`src/rtl/buzz_pkg.sv`:
```
// rtl/buzz_pkg.sv - shared buzz level codes and channel state type
package buzz_pkg;

  localparam logic [1:0] LVL_OFF  = 2'd0;
  localparam logic [1:0] LVL_SLOW = 2'd1;
  localparam logic [1:0] LVL_FAST = 2'd2;
  localparam logic [1:0] LVL_CONT = 2'd3;

  typedef enum logic [1:0] {
    ST_IDLE = 2'd0,
    ST_ON   = 2'd1,
    ST_OFF  = 2'd2,
    ST_CONT = 2'd3
  } ch_state_e;

endpackage

```
`src/rtl/buzz_channel.sv`:
```
// rtl/buzz_channel.sv - one buzzer pattern channel: optional level synchronizer (BUZZ_SYNC_EN), FSM, phase counter
module buzz_channel
  import buzz_pkg::*;
#(
  parameter int SLOW_ON  = 200,
  parameter int SLOW_OFF = 600,
  parameter int FAST_ON  = 50,
  parameter int FAST_OFF = 100,
  parameter int CNT_W    = 10
) (
  input  logic       clk,
  input  logic       rst_n,
  input  logic       tick_i,
  input  logic [1:0] level_i,
  output logic       gate_o
);

  localparam logic [CNT_W-1:0] SLOW_ON_C  = CNT_W'(SLOW_ON);
  localparam logic [CNT_W-1:0] SLOW_OFF_C = CNT_W'(SLOW_OFF);
  localparam logic [CNT_W-1:0] FAST_ON_C  = CNT_W'(FAST_ON);
  localparam logic [CNT_W-1:0] FAST_OFF_C = CNT_W'(FAST_OFF);
  localparam logic [CNT_W-1:0] CNT_ONE    = CNT_W'(1);

  logic [1:0]       level_s;
  ch_state_e        state_q, state_d;
  logic [1:0]       lvl_q, lvl_d;
  logic [CNT_W-1:0] cnt_q, cnt_d;
  logic             gate_q;

`ifdef BUZZ_SYNC_EN
  logic [1:0] sync1_q, sync2_q;

  // Two-flop synchronizer so levels may come straight from pads
  always_ff @(posedge clk or negedge rst_n) begin
    if (!rst_n) begin
      sync1_q <= LVL_OFF;
      sync2_q <= LVL_OFF;
    end else begin
      sync1_q <= level_i;
      sync2_q <= sync1_q;
    end
  end

  assign level_s = sync2_q;
`else
  assign level_s = level_i;
`endif

  function automatic logic [CNT_W-1:0] on_ticks(input logic [1:0] l);
    return (l == LVL_SLOW) ? SLOW_ON_C : FAST_ON_C;
  endfunction

  function automatic logic [CNT_W-1:0] off_ticks(input logic [1:0] l);
    return (l == LVL_SLOW) ? SLOW_OFF_C : FAST_OFF_C;
  endfunction

  // Next-state: level 0/3 override everything, otherwise the pattern runs a full on+off period
  always_comb begin
    state_d = state_q;
    lvl_d   = lvl_q;
    cnt_d   = cnt_q;
    if (level_s == LVL_OFF) begin
      state_d = ST_IDLE;
      cnt_d   = '0;
    end else if (level_s == LVL_CONT) begin
      state_d = ST_CONT;
      cnt_d   = '0;
    end else begin
      case (state_q)
        ST_IDLE, ST_CONT: begin
          state_d = ST_ON;
          lvl_d   = level_s;
          cnt_d   = on_ticks(level_s);
        end
        ST_ON: begin
          if (tick_i) begin
            if (cnt_q == CNT_ONE) begin
              state_d = ST_OFF;
              cnt_d   = off_ticks(lvl_q);
            end else begin
              cnt_d = cnt_q - CNT_ONE;
            end
          end
        end
        ST_OFF: begin
          if (tick_i) begin
            if (cnt_q == CNT_ONE) begin
              state_d = ST_ON;
              lvl_d   = level_s;
              cnt_d   = on_ticks(level_s);
            end else begin
              cnt_d = cnt_q - CNT_ONE;
            end
          end
        end
        default: begin
          state_d = ST_IDLE;
          cnt_d   = '0;
        end
      endcase
    end
  end

  // State, phase counter and registered envelope
  always_ff @(posedge clk or negedge rst_n) begin
    if (!rst_n) begin
      state_q <= ST_IDLE;
      lvl_q   <= LVL_OFF;
      cnt_q   <= '0;
      gate_q  <= 1'b0;
    end else begin
      state_q <= state_d;
      lvl_q   <= lvl_d;
      cnt_q   <= cnt_d;
      gate_q  <= (state_d == ST_ON) || (state_d == ST_CONT);
    end
  end

  assign gate_o = gate_q;

endmodule

```
`src/rtl/buzzer_pattern_driver.sv`:
```
// rtl/buzzer_pattern_driver.sv - two-channel buzzer pattern driver with shared tick and tone (BUZZ_SYNC_EN adds input synchronizers)
module buzzer_pattern_driver
  import buzz_pkg::*;
#(
  parameter int TICK_DIV  = 50000,
  parameter int TONE_HALF = 12500,
  parameter int SLOW_ON   = 200,
  parameter int SLOW_OFF  = 600,
  parameter int FAST_ON   = 50,
  parameter int FAST_OFF  = 100,
  parameter int CNT_W     = 10
) (
  input  logic       clk,
  input  logic       rst_n,
  input  logic [1:0] left_level,
  input  logic [1:0] right_level,
  output logic       left_buzz_out,
  output logic       right_buzz_out,
  output logic       left_gate,
  output logic       right_gate
);

  localparam int TICK_W = (TICK_DIV  > 1) ? $clog2(TICK_DIV)  : 1;
  localparam int TONE_W = (TONE_HALF > 1) ? $clog2(TONE_HALF) : 1;
  localparam logic [TICK_W-1:0] TICK_LAST = TICK_W'(TICK_DIV - 1);
  localparam logic [TONE_W-1:0] TONE_LAST = TONE_W'(TONE_HALF - 1);

  logic [TICK_W-1:0] tick_cnt_q;
  logic [TONE_W-1:0] tone_cnt_q;
  logic              tone_q;
  logic              tick_p;

  assign tick_p = (tick_cnt_q == TICK_LAST);

  // Pattern tick divider, wraps every TICK_DIV clocks
  always_ff @(posedge clk or negedge rst_n) begin
    if (!rst_n) begin
      tick_cnt_q <= '0;
    end else if (tick_p) begin
      tick_cnt_q <= '0;
    end else begin
      tick_cnt_q <= tick_cnt_q + TICK_W'(1);
    end
  end

  // Free-running tone square wave, toggles each half-period
  always_ff @(posedge clk or negedge rst_n) begin
    if (!rst_n) begin
      tone_cnt_q <= '0;
      tone_q     <= 1'b0;
    end else if (tone_cnt_q == TONE_LAST) begin
      tone_cnt_q <= '0;
      tone_q     <= ~tone_q;
    end else begin
      tone_cnt_q <= tone_cnt_q + TONE_W'(1);
    end
  end

  buzz_channel #(
    .SLOW_ON (SLOW_ON),
    .SLOW_OFF(SLOW_OFF),
    .FAST_ON (FAST_ON),
    .FAST_OFF(FAST_OFF),
    .CNT_W   (CNT_W)
  ) u_left (
    .clk    (clk),
    .rst_n  (rst_n),
    .tick_i (tick_p),
    .level_i(left_level),
    .gate_o (left_gate)
  );

  buzz_channel #(
    .SLOW_ON (SLOW_ON),
    .SLOW_OFF(SLOW_OFF),
    .FAST_ON (FAST_ON),
    .FAST_OFF(FAST_OFF),
    .CNT_W   (CNT_W)
  ) u_right (
    .clk    (clk),
    .rst_n  (rst_n),
    .tick_i (tick_p),
    .level_i(right_level),
    .gate_o (right_gate)
  );

  // Both operands are flop outputs, so the gated tone cannot glitch
  assign left_buzz_out  = left_gate  & tone_q;
  assign right_buzz_out = right_gate & tone_q;

endmodule
```
`config.mk`:
```
export PLATFORM = sky130hd
export DESIGN_NAME = buzzer_pattern_driver
export DESIGN_NICKNAME = d
export VERILOG_FILES = /design/src/rtl/buzz_pkg.sv /design/src/rtl/buzz_channel.sv /design/src/rtl/buzzer_pattern_driver.sv
export SDC_FILE = /design/constraint.sdc
export NUM_CORES = 1
export LEC_CHECK = 0
export CAP_MARGIN = 10
export CORE_MARGIN = 2
export CORE_UTILIZATION = 62
export CTS_CLUSTER_DIAMETER = 200
export CTS_CLUSTER_SIZE = 14
export DETAILED_ROUTE_END_ITERATION = 10
export PLACE_DENSITY = 0.88
export SLEW_MARGIN = 15
export SYNTH_ARGS = -nofsm -noshare
export SYNTH_HDL_FRONTEND = slang
export SYNTH_SLANG_ARGS = --single-unit
```
`constraint.sdc`:
```
create_clock -name clk -period 3.1 [get_ports clk]
set_input_delay 0.465 -clock clk [delete_from_list [all_inputs] [get_ports clk]]
set_output_delay 0.465 -clock clk [all_outputs]
set_load 0.01 [all_outputs]
```
# [Yosys cells after proc, flatten, opt, wreduce, memory -nomap -nowiden]
# Index checks and enable logic that the tools add are counted.
# Widths: inputs -> output; s select.
[classes] n_eq_ne=28 reduce_logical=14 n_mux=40 addsub=4 bitwise=7
[op_table] operator="$mux 10" n=14
[op_table] operator="$pmux 10 s3" n=2
[op_table] operator="$mux 2" n=16
[op_table] operator="$eq 10x1->1 const B" n=2
[op_table] operator="$sub 10x1->10 const B" n=2
[op_table] operator="$add 16x1->16 const B" n=1
[op_table] operator="$eq 16x16->1 const B" n=1
[op_table] operator="$eq 2x1->1 const B" n=8
[op_table] operator="$eq 2x2->1 const B" n=8
[op_table] operator="$mux 16" n=1
[op_table] operator="$mux 8" n=2
[op_table] operator="$ne 4x2->1 const B" n=4
[op_table] operator="$add 14x1->14 const B" n=1
[op_table] operator="$eq 14x14->1 const B" n=1
[op_table] operator="$mux 14" n=1
[op_table] operator="$pmux 2 s3" n=2
[op_table] operator="$reduce_and 5->1" n=2
[op_table] operator="$logic_not 2->1" n=4
[op_table] operator="$pmux 2 s2" n=2
[op_table] operator="$not 1->1" n=5
[op_table] operator="$ne 2x1->1 const B" n=2
[op_table] operator="$ne 2x2->1 const B" n=2
[op_table] operator="$reduce_and 2->1" n=2
[op_table] operator="$reduce_bool 2->1" n=2
[op_table] operator="other kinds (3)" n=6
[word_totals] ff_bits=61 inputBits=6

# [Depth between registers and ports, before layout]
[logic_depth] ltp_word=8 depth_mapped=8 mapped_depth_nobuf=7

# [By module]
# A second synthesis with hierarchy kept.
[hier_totals] hier_cells=404 area_unflattened_um2=3822.4
[by_module_without_submodules] module="buzzer_pattern_driver" area_each_um2=1445.1 cells_each=136 instances=1
[by_module_without_submodules] module="buzz_channel at u_left" area_each_um2=1192.4 cells_each=136 instances=1
[by_module_without_submodules] module="buzz_channel at u_right" area_each_um2=1184.9 cells_each=132 instances=1

# [Worst setup path before layout]
# No wires, ideal clock.
[synth_path] kind="register to register" from="reg u_left.cnt_q[3]" to="reg u_left.lvl_q[0]" stages_incl_launch_ff=7 arrival_ps=2026 setup_time_ps=125 t_required_ps=2975 path_buffers=1 setup_slack_ps=949 period_less_slack_ps=2151 path_cell_list="dfrtp_1 > or4_4 > buf_6 > nor3_4 > nand2_1 > o21ai_1 > mux2_2"
[synth_between] elab_chain_cells=3
[synth_rtl] item="from (decl)" line="buzz_channel.sv:27" rtl="logic [CNT_W-1:0] cnt_q, cnt_d;"
[synth_rtl] item="from (signal assigned)" line="buzz_channel.sv:114" rtl="cnt_q <= cnt_d;"
[synth_rtl] item="$eq 10x1->1" line="buzz_channel.sv:87" rtl="if (cnt_q == CNT_ONE) begin"
[synth_rtl] item="$ne 2x1->1 (no line)"
[synth_rtl] item="$reduce_and 5->1 (no line)"
[synth_rtl] item="to (signal assigned)" line="buzz_channel.sv:113" rtl="lvl_q <= lvl_d;"
[synth_rtl] item="to (decl)" line="buzz_channel.sv:26" rtl="logic [1:0] lvl_q, lvl_d;"
# No other way between the ends.
# A chain may end at the register's enable or synchronous reset.

# [Worst setup path after layout]
[layout_path] from="reg tick_cnt_q[7]" to="reg u_right.lvl_q[1]"
[layout_between] elab_chain_cells=3
[layout_rtl] item="from (decl)" line="buzzer_pattern_driver.sv:28" rtl="logic [TICK_W-1:0] tick_cnt_q;"
[layout_rtl] item="from (signal assigned)" line="buzzer_pattern_driver.sv:42" rtl="tick_cnt_q <= tick_cnt_q + TICK_W'(1);"
[layout_rtl] item="$eq 16x16->1" line="buzzer_pattern_driver.sv:33" rtl="assign tick_p = (tick_cnt_q == TICK_LAST);"
[layout_rtl] item="$ne 2x2->1 (no line)"
[layout_rtl] item="$reduce_and 5->1 (no line)"
[layout_rtl] item="to (signal assigned)" line="buzz_channel.sv:113"
[layout_rtl] item="to (decl)" line="buzz_channel.sv:26"
# No other way between the ends.

==> impl_metrics.ini <==
[run_status]
status = finished clean

[yosys]
synth_edf_count = 0
synth_compound_area_share_pct = 16.3
ys_ff_latch = 59
synth_cell_types = 63
synthXorXnorAreaFrac_pct = 7.98
yosysWarnings = 0
ys.flop_type = dfrtp_1
synthAdderAreaFrac_pct = 5.53
seq_area_frac_synth_pct = 40.8
synth_top_family_by_area = simple AND/OR/NAND/NOR gates
synthArstFlopShare_pct = 100
synthMuxAreaShare_pct = 2.07
synth.avg_cell_area_sq_um = 9.22
yosys.area_share.simple_pct = 22.6
synth.net_count = 415
syn_inst = 393
mappedNetlistArea_sq_um = 3620

[critical_path]
r2r_cells = 5
critical_path.max_stage_delay_ns = 0.57
crit_fanout = 5
path_delay_family = simple AND/OR/NAND/NOR gates
path_cells = or4b_1 -> nor4_1 -> nand2_1 -> o22ai_1 -> mux2_2
critPathRequiredTime_ns = 3.32
cp-start-kind = flip-flop
crit_buf_inv = 0
worstPathArrival_ns = 2.63
cp.depth = 5
crit_type = reg2reg
startpoint = tick_cnt_q[7]$_DFF_PN0_
r2r-start = tick_cnt_q[7]$_DFF_PN0_
crit_path_top_delay_cell = or4b_1
worst_setup_path_end_kind = flip-flop

[routing]
firstDrtPassIters = 5
vias = 2985
wl_mm = 7.69
drt_iter0_markers = 283
detail-route-antenna-nets = 0
routedWlPerCell_microns = 16.0
viasPerCell = 6.21
drc = 0

[clock_network]
cts_buffers = 9
cts.path.max_buffers = 2
holdBufCountCts = 0
postCtsSetupRepairBufs = 0
cts_tree = done
htree_num_levels = 3
cts.sinks = 59
clk_pin_slew_worst_paths_ns = 0.07
cts_root_buffer = clkbuf_8
post_cts_resized = 0
clk_latency_ns = 0.34

[final_layout]
layout_common_cells = dfrtp_1, nor2_1, nand2_1
fillers = 419
mostFrequentLayoutCell = dfrtp_1
finalNetCount = 426
syn_to_final_growth_pct = 9.60
drive_gt1_share_pct = 10.5
antennaDiodeCount = 0

[power_and_ir_drop]
power.density_nw_per_um2 = 842
p_leak_uw = 0.00174
peakVddDrop_v = 0.000480

[placement]
post-dp-hpwl_mm = 5.37
io_buffers = 9
place_congestion = 0.922

[die]
core_area_sq_um = 5570
num_io_pins = 10
dieArea_sq_um = 6470
initial_core_util_pct = 65.0
die-height_microns = 80.4
std_cell_rows = 27
die_w_microns = 80.4

[sta]
hold_viol_final = 0
max_freq_mhz = 415
period_needed_ns = 2.41
setup_viol_count_final = 0
finalCritPeriodShare_pct = 77.7
maxSlewHeadroom_pct = 45.7
tightest_slew_ns = 0.808
finClkSkew_ns = 0.00864
finalSetupTns_ns = 0
hold_ws_ns = 0.129
drv_slew = 0
rsz0062_at_grt = no

[grt]
first_global_vias = 2763
track_usage_pct = 26.3
antenna_found_initial = 0
grt_start_max_net_pins = 47
grt_overflow = 0
grt_pass1_wl_mm = 13.0

[hold_path]
hold_path.class = in2async

[flow_run]
drv_cap = 0
==> final timing paths <==
kind                                                end  slack (ns)
setup / recovery           u_right.lvl_q[1]$_DFFE_PN0P_        0.69
hold / removal              u_left.cnt_q[0]$_DFFE_PN0P_        0.13
min in group clk                tick_cnt_q[0]$_DFF_PN0_        0.49
setup reg to reg           u_right.lvl_q[1]$_DFFE_PN0P_        0.69
max in group asynchronous      tick_cnt_q[13]$_DFF_PN0_        2.39
hold reg to reg                 tick_cnt_q[0]$_DFF_PN0_        0.49
==> final cells by class <==
type / count / area, sq um / area share, %
clock buffers: 10 / 128 / 3.21
clock inverters: 6 / 66.3 / 1.67
inverters: 23 / 86.3 / 2.17
multi-input cells: 294 / 1980 / 49.8
flip-flops and latches: 59 / 1480 / 37.2
well taps: 72 / 90.1 / 2.27
repair buffers: 17 / 148 / 3.72
==> through the flow <==
| step | utilization, % | cells | instance area, sq um | total power [uW] | worst slack, ns |
|---|---|---|---|---|---|
| global route | 71.2 | 481 | 3970 | 3560 | 0.511 |
| CTS | 71.2 | 481 | 3970 | 3320 | 0.676 |
| global placement | 67.7 | 465 | 3770 | 2570 | 0.649 |
| finish | 71.2 | 481 | 3970 | 3340 | 0.691 |
| detailed placement | 67.7 | 465 | 3770 | 2610 | 0.552 |
| floorplan | - | 393 | 3620 | 2290 | 0.949 |
==> report_power, final <==
part	switching (uW)	internal [uW]	total (uW)
clock network	313	372	685
logic	893	666	1560
registers	180	920	1100
total	1390	1960	3340
==> flip-flops by register name (all words and copies together), names as in the netlist <==
name	cells
tick_cnt_q	16
u_left.state_q	1
u_left.gate_o	1
u_right.cnt_q	10
u_right.gate_o	1
u_left.cnt_q	10
u_right.lvl_q	2
tone_cnt_q	14
u_right.state_q	1
tone_q	1
u_left.lvl_q	2
==> cell usage after synthesis (3+ instances only) <==
library cell,count,share of area (%)
clkbuf_1,9,0.93
nor2b_1,6,1.0
mux2_2,4,1.2
o22ai_1,3,0.52
buf_2,4,0.55
nand4_1,4,0.69
o21ai_1,3,0.41
a22o_1,3,0.73
a2111oi_0,3,0.73
nor4_2,3,1.0
inv_1,23,2.4
mux2i_1,3,0.83
o41ai_1,5,1.2
nand3b_1,3,0.62
nor2_1,38,3.9
and3_1,7,1.2
xnor2_1,16,3.9
nand2b_1,6,1.0
a211oi_1,4,0.83
a21oi_1,12,1.7
nand3_1,18,2.5
o31ai_1,6,1.2
and2_1,3,0.52
dfrtp_1,59,41
nand2_1,30,3.1
nor3_1,11,1.5
o311ai_0,3,0.73
a21boi_0,3,0.62
xor2_1,17,4.1
a31oi_1,4,0.69
ha_1,16,5.5
nor4_1,6,1.0
or3_1,4,0.69
o21ai_0,17,2.3
==> cell families (layout without fill, tap and decap cells) <==
family	after synthesis	count (layout)
adders and majority gates	16	16
DFF	59	59
buffers and inverters	40	56
and+or+nand+nor	153	153
xor gates and xnor gates	33	33
muxes	7	7
AOI/OAI and AO/OA	85	85
==> worst register-to-register path: cells and delay by family (launching register included) <==
family,cells,cell delay [ns]
and+or+nand+nor,3,1.24
DFF,1,0.41
muxes,1,0.37
AOI/OAI and AO/OA,1,0.27
==> per-layer routing <==
metal	GRT usage, %	routed length, microns	up-vias
li1	-	-	1432
met1	35.8	3480	1440
met2	42.9	3710	102
met3	4.04	406	11
met4	9.32	98	0
met5	0	0	-
No activity file was read; power rests on OpenSTA's default activity.
